$ cat src/rtl/ahfp_pkg.sv
// Shared constants for the ahfp datapath: element width, default pipeline
// latency (kept in one place so the result collector and pipeline buffer agree).
package ahfp_pkg;

    localparam int AHFP_WIDTH   = 32;
    localparam int AHFP_LATENCY = 10;

    function automatic int clog2(input int v);
        int r;
        r = 0;
        while ((1 << r) < v) r++;
        return r;
    endfunction

endpackage

$ cat src/rtl/ahfp_result_fifo_if.sv
// Issue / result handshake bundle between upstream issuer, pipeline output,
// the result collector and its consumer.
interface ahfp_result_fifo_if #(
    parameter int WIDTH = 32,
    parameter int DEPTH = 16
);
    import ahfp_pkg::*;

    logic                        issue_valid;
    logic                        issue_ready;
    logic [WIDTH-1:0]            pipe_out;
    logic [WIDTH-1:0]            res_data;
    logic                        res_valid;
    logic                        res_ready;
    logic [clog2(DEPTH+1)-1:0]   count;
    logic [clog2(DEPTH+1)-1:0]   inflight;
    logic                        overflow;

    modport slave (
        input  issue_valid, pipe_out, res_ready,
        output issue_ready, res_data, res_valid, count, inflight, overflow
    );

    modport master (
        output issue_valid, pipe_out, res_ready,
        input  issue_ready, res_data, res_valid, count, inflight, overflow
    );

endinterface

$ cat src/rtl/ahfp_sync_fifo.sv
// Show-ahead synchronous FIFO; occupancy counter disambiguates full/empty so
// pointers wrap naturally. Writes into a full FIFO without a pop are dropped.
module ahfp_sync_fifo
    import ahfp_pkg::*;
#(
    parameter int WIDTH = AHFP_WIDTH,
    parameter int DEPTH = 16
) (
    input  logic                      clk,
    input  logic                      reset_n,
    input  logic                      i_wr,
    input  logic [WIDTH-1:0]          i_wdata,
    input  logic                      i_pop,
    output logic [WIDTH-1:0]          o_rdata,
    output logic [clog2(DEPTH+1)-1:0] o_count,
    output logic                      o_overflow
);
    localparam int AW = clog2(DEPTH);
    localparam int CW = clog2(DEPTH+1);

    logic [WIDTH-1:0] r_mem [DEPTH];
    logic [AW-1:0]    r_wptr;
    logic [AW-1:0]    r_rptr;
    logic [CW-1:0]    r_count;
    logic             r_ovf;
    logic             w_full;
    logic             w_pop;
    logic             w_wr;

    assign w_full = (r_count == CW'(DEPTH));
    assign w_pop  = i_pop && (r_count != '0);
    // A pop frees the slot at the read pointer this same edge, so a full FIFO can still take a write.
    assign w_wr   = i_wr && (!w_full || w_pop);

    always_ff @(posedge clk or negedge reset_n) begin
        if (!reset_n) begin
            r_wptr  <= '0;
            r_rptr  <= '0;
            r_count <= '0;
            r_ovf   <= 1'b0;
        end else begin
            if (w_wr)  r_wptr <= r_wptr + AW'(1);
            if (w_pop) r_rptr <= r_rptr + AW'(1);
            case ({w_wr, w_pop})
                2'b10:   r_count <= r_count + CW'(1);
                2'b01:   r_count <= r_count - CW'(1);
                default: r_count <= r_count;
            endcase
            if (i_wr && w_full && !w_pop) r_ovf <= 1'b1;
        end
    end

    always_ff @(posedge clk) begin
        if (w_wr) r_mem[r_wptr] <= i_wdata;
    end

    assign o_rdata    = r_mem[r_rptr];
    assign o_count    = r_count;
    assign o_overflow = r_ovf;

endmodule

$ cat src/rtl/ahfp_result_fifo.sv
// Credit-controlled collector for a fixed-latency ahfp pipeline: tags valid
// slots, captures tagged results into a FIFO, and withholds issue credits.
module ahfp_result_fifo
    import ahfp_pkg::*;
#(
    parameter int LATENCY = AHFP_LATENCY,
    parameter int DEPTH   = 16,
    parameter int WIDTH   = AHFP_WIDTH
) (
    input  logic               clk,
    input  logic               reset_n,
    ahfp_result_fifo_if.slave  bus
);
    localparam int CW = clog2(DEPTH+1);

    logic [LATENCY-1:0] r_tag;
    logic [CW-1:0]      r_inflight;
    logic [CW-1:0]      w_count;
    logic [CW:0]        w_used;
    logic               w_fire;
    logic               w_wr;
    logic               w_ovf;
    logic [WIDTH-1:0]   w_rdata;

    // Credits count both queued and still-travelling results, so a non-stallable pipe never overruns.
    assign w_used          = {1'b0, w_count} + {1'b0, r_inflight};
    assign bus.issue_ready = (w_used < (CW+1)'(DEPTH));
    assign w_fire          = bus.issue_valid && bus.issue_ready;
    assign w_wr            = r_tag[LATENCY-1];

    always_ff @(posedge clk or negedge reset_n) begin
        if (!reset_n) begin
            r_tag      <= '0;
            r_inflight <= '0;
        end else begin
            r_tag[0] <= w_fire;
            for (int i = 1; i < LATENCY; i++) r_tag[i] <= r_tag[i-1];
            case ({w_fire, w_wr})
                2'b10:   r_inflight <= r_inflight + CW'(1);
                2'b01:   r_inflight <= r_inflight - CW'(1);
                default: r_inflight <= r_inflight;
            endcase
        end
    end

    ahfp_sync_fifo #(
        .WIDTH (WIDTH),
        .DEPTH (DEPTH)
    ) u_fifo (
        .clk        (clk),
        .reset_n    (reset_n),
        .i_wr       (w_wr),
        .i_wdata    (bus.pipe_out),
        .i_pop      (bus.res_ready),
        .o_rdata    (w_rdata),
        .o_count    (w_count),
        .o_overflow (w_ovf)
    );

    assign bus.res_data  = w_rdata;
    assign bus.res_valid = (w_count != '0);
    assign bus.count     = w_count;
    assign bus.inflight  = r_inflight;
    assign bus.overflow  = w_ovf;

endmodule

$ cat src/flat_wrapper.sv
// flat-port wrapper written by rule: the top's interface ports become plain ports
module ahfp_result_fifo_flat import ahfp_pkg::*;
#(
    parameter int LATENCY = AHFP_LATENCY,
    parameter int DEPTH   = 16,
    parameter int WIDTH   = AHFP_WIDTH
)
  (clk, reset_n, bus_issue_valid, bus_pipe_out, bus_res_ready, bus_issue_ready, bus_res_data, bus_res_valid, bus_count, bus_inflight, bus_overflow);
  ahfp_result_fifo_if #(.WIDTH(WIDTH), .DEPTH(DEPTH)) bus_i ();
  input  logic clk;
  input  logic reset_n;
  input wire logic [$bits(bus_i.issue_valid)-1:0] bus_issue_valid;
  input wire logic [$bits(bus_i.pipe_out)-1:0] bus_pipe_out;
  input wire logic [$bits(bus_i.res_ready)-1:0] bus_res_ready;
  output wire logic [$bits(bus_i.issue_ready)-1:0] bus_issue_ready;
  output wire logic [$bits(bus_i.res_data)-1:0] bus_res_data;
  output wire logic [$bits(bus_i.res_valid)-1:0] bus_res_valid;
  output wire logic [$bits(bus_i.count)-1:0] bus_count;
  output wire logic [$bits(bus_i.inflight)-1:0] bus_inflight;
  output wire logic [$bits(bus_i.overflow)-1:0] bus_overflow;
  assign bus_i.issue_valid = bus_issue_valid;
  assign bus_i.pipe_out = bus_pipe_out;
  assign bus_i.res_ready = bus_res_ready;
  assign bus_issue_ready = bus_i.issue_ready;
  assign bus_res_data = bus_i.res_data;
  assign bus_res_valid = bus_i.res_valid;
  assign bus_count = bus_i.count;
  assign bus_inflight = bus_i.inflight;
  assign bus_overflow = bus_i.overflow;
  ahfp_result_fifo #(.LATENCY(LATENCY), .DEPTH(DEPTH), .WIDTH(WIDTH)) u_core (.clk(clk), .reset_n(reset_n), .bus(bus_i));
endmodule
$ cat config.mk
export PLATFORM = sky130hd
export DESIGN_NAME = ahfp_result_fifo_flat
export DESIGN_NICKNAME = d
export VERILOG_FILES = /design/src/rtl/ahfp_pkg.sv /design/src/rtl/ahfp_result_fifo_if.sv /design/src/rtl/ahfp_sync_fifo.sv /design/src/rtl/ahfp_result_fifo.sv /design/src/flat_wrapper.sv
export SDC_FILE = /design/constraint.sdc
export NUM_CORES = 1
export LEC_CHECK = 0
export CAP_MARGIN = 20
export CORE_UTILIZATION = 35
export DETAILED_ROUTE_END_ITERATION = 7
export PLACE_DENSITY = 0.54
export SYNTH_ARGS = -nofsm -noshare
export SYNTH_HDL_FRONTEND = slang
export SYNTH_HIERARCHICAL = 1
export SYNTH_SLANG_ARGS = --single-unit
$ cat constraint.sdc
create_clock -name clk -period 6.45 [get_ports clk]
set_input_delay 1.29 -clock clk [delete_from_list [all_inputs] [get_ports clk]]
set_output_delay 1.29 -clock clk [all_outputs]
set_load 0.01 [all_outputs]
==> impl_metrics.csv <==
group,metric,value,unit
min_path,hp-class,"reg2reg",
layout,drive_gt1_frac,0.236,
power,p_per_area,431,nW/µm²
logic_synthesis,synth_edf_count,512,
timing,fin_ws,1.56,ns
timing,setup_viol,0,
floorplanning,dieArea,60500,µm²
drt,wl_met2,22500,µm
clocking,clockBufferDepth,3,
timing,clock_skew,0.0246,ns
drt,drt_wl_total,46900,µm
clocking,clock_latency,0.61,ns
timing,drv_slew,0,
clocking,holdBufCountCts,0,
clocking,cts_setup_buffers,0,
layout,finalInstanceArea,24500,µm²
clocking,path_clk_slew,0.06,ns
floorplanning,initial_core_util,0.354,
drt,vias_per_cell,5.23,
setup_path,r2r_setup_slack,3.43,ns
floorplanning,row_count,89,
place,place_area,22800,µm²
layout,nFillCells,5093,
power,pwr-share-comb,0.294,
logic_synthesis,syn-num-nets,1014,
drt,drc,2,
run,cap_viol_max_count,0,
layout,final_core_utilization,0.416,
clocking,cts.sinks,541,
place,preCtsSetupSlack,2.02,ns
place,hpwl,25100,µm
power,power.leakage,7.76,nW
timing,rsz0062_at_grt,"no",
setup_path,crit_arrival,3.60,ns
floorplanning,num_io_pins,81,
drt,num_vias,9908,
floorplanning,chipWidth,246,µm
timing,period_share,0.758,
global_routing,grt_antenna_before_repair,2,
layout,num_antenna_cells,0,
timing,tightest_slew,0.968,ns
timing,max_slew_margin,0.355,
logic_synthesis,synth_area_per_cell,21.7,µm²
setup_path,worstPathRequired,5.16,ns
logic_synthesis,synth_top_area_share,0.738,
logic_synthesis,ys_async_sr_fraction,0.0536,
layout,syn2layout_area_growth,17.5,%
global_routing,grt_max_degree,58,
place,io_buffers,80,
drt,ant_nets,0,
logic_synthesis,syn_area,20800,µm²
clocking,root_buffer,"clkbuf_16",
power,switching_share,0.300,
timing,setup-tns-final,0,ns
clocking,cts_made_buffers,54,
place,routabilityCongestion,0.688,
global_routing,grt-ovfl-total,0,
logic_synthesis,ys_seq_elements,541,
power,cell_internal_pwr,7.38,mW
logic_synthesis,yosys-top-cells-area,"edfxtp_1 (74%), mux4_2 (14%), dfrtp_1 (3.5%)",
timing,whs,0.348,ns
logic_synthesis,synth_top_area_cell,"edfxtp_1",
global_routing,grt_pass1_vias,10481,
place,placedCellCount,1793,
timing,report.final.hold_viol_count,0,
floorplanning,dieHeight,246,µm
power,seq_power_share,0.419,
power,p_sw,3.16,mW
drt,wl_met1,20900,µm
setup_path,crit_fanout,47,
timing,max_freq,0.204,GHz
logic_synthesis,ys_seq_area_frac,0.772,
drt,drt_iter0_markers,836,
outcome,violations,"DRC",
drt,routed-wl-met3,2370,µm
drt,top_layer,"met5",
global_routing,grt_util_all_layers,0.158,
clocking,htreeDepth,2,
setup_path,crit_type,"reg2out",
layout,instances_no_fill,1894,
drt,route.detailed.wl_per_inst,24.7,µm
timing,fin_crit,4.89,ns
global_routing,grt_pass1_wl,69600,µm
logic_synthesis,synth_ff_type,"edfxtp_1",
clocking,cts_tree,"yes",
setup_path,end_kind,"output pin",
setup_path,critPathLaunchType,"register",
logic_synthesis,yosysWarnings,6,
power,max-vdd-ir-drop,272,µV
layout,nets,1128,
power,clkPwrFrac,0.287,
outcome,status,"complete, but fails checks",
logic_synthesis,yosysUniqueCellTypes,50,
logic_synthesis,synth_cells,962,
floorplanning,coreArea,58900,µm²
clocking,ctsResizeCount,0,
drt,dr.pass1.iters,7,
power,power,10.5,mW
critical path, stage by stage (launching register included):
cell and delay (ns):
dfrtp_4 1.04, buf_4 0.51, mux4_2 0.56, a22oi_1 0.25
nand2_1 0.10, clkdlybuf4s50_1 0.48
state kept, by name, indices dropped and copies added, names as in the netlist:
register	count
u_core/u_fifo/r_rptr	4
u_core/u_fifo/o_count	5
u_core/u_fifo/o_overflow	1
u_core/bus.inflight	5
u_core/u_fifo/r_mem	512
u_core/r_tag	10
u_core/u_fifo/r_wptr	4
layer usage:
metal	vias to the layer above	track usage
met1	5322	0.218
met4	4	0.0473
met2	233	0.252
met3	81	0.0297
li1	4268	-
met5	-	0
logic make-up after synthesis:
group | count (synthesis) | synth area share
AO/OA/AOI/OAI | 93 | 0.0338
XOR/XNOR | 12 | 0.00504
adder cells (fa/ha/maj) | 16 | 0.00996
buffers and inverters | 59 | 0.0127
flip-flops | 541 | 0.772
multiplexers | 133 | 0.141
AND/OR/NAND/NOR | 108 | 0.0252
power groups by stage:
stage,logic (mW),clock network (mW),registers [mW]
after floorplan,2.08,0,4.27
after global placement,3.14,0,4.50
after detailed placement,3.16,0,4.50
after CTS,3.17,3.12,4.43
after global routing,3.37,3.24,4.46
final,3.10,3.03,4.42
synthesized netlist by cell type (all sizes together), types with 2 or more instances:
master and instances:
ha 15, or3 2, nand2b 4, buf 27, nor3b 5, o31a 2, xnor2 9, nor3 6
nor2 18, inv 6, mux2 4, and3 2, a22oi 64, nand3 11, nand2 47, xor2 3
edfxtp 512, a31oi 3, nand4 2, clkbuf 26, o21ai 3, o211ai 3, or4 2, a21oi 6
o221ai 2, nor2b 4, dfrtp 29, mux4 128
final cells by class:
cell class,count,area (µm²),area share
Inverter,6,22.5,0.000920
Tap cell,773,967,0.0395
Sequential cell,541,16100,0.658
Multi-Input combinational cell,362,4610,0.188
Clock inverter,17,173,0.00705
Timing Repair Buffer,111,1060,0.0432
Clock buffer,84,1540,0.0631
cell usage in the layout, fill, tap and decap left out, types with 3 or more instances in the layout:
cell / count
edfxtp_1: 512
mux4_2: 128
clkdlybuf4s50_1: 80
a22oi_1: 64
clkbuf_16: 54
nand2_1: 47
buf_4: 29
dfrtp_1: 27
clkbuf_1: 22
ha_1: 15
nor2_4: 13
nand3_1: 11
xnor2_1: 9
clkbuf_8: 8
clkinv_2: 7
a21oi_1: 6
inv_1: 6
clkinv_1: 5
nor3b_1: 5
nor2_1: 4
mux2_2: 4
nand2b_1: 4
nor3_2: 4
o211ai_1: 3
xor2_1: 3
a31oi_1: 3
final timing paths:
| check | startpoint | to | depth (start not counted) |
|---|---|---|---|
| worst max-delay path | u_core/u_fifo/r_rptr[0]$_DFFE_PN0N_ | bus_res_data[16] | 5 |
| worst min-delay path | u_core/r_tag[0]$_DFF_PN0_ | u_core/r_tag[1]$_DFF_PN0_ | 0 |
| worst max register to register | u_core/u_fifo/o_count[2]$_DFFE_PN0P_ | u_core/bus.inflight[4]$_DFFE_PN0P_ | 9 |
| worst min register to register | u_core/r_tag[0]$_DFF_PN0_ | u_core/r_tag[1]$_DFF_PN0_ | 0 |
| max in group asynchronous | reset_n | u_core/u_fifo/r_rptr[0]$_DFFE_PN0N_ | 2 |
| min in group asynchronous | reset_n | u_core/u_fifo/o_count[3]$_DFFE_PN0P_ | 2 |
No activity file was read; power rests on OpenSTA's default activity.
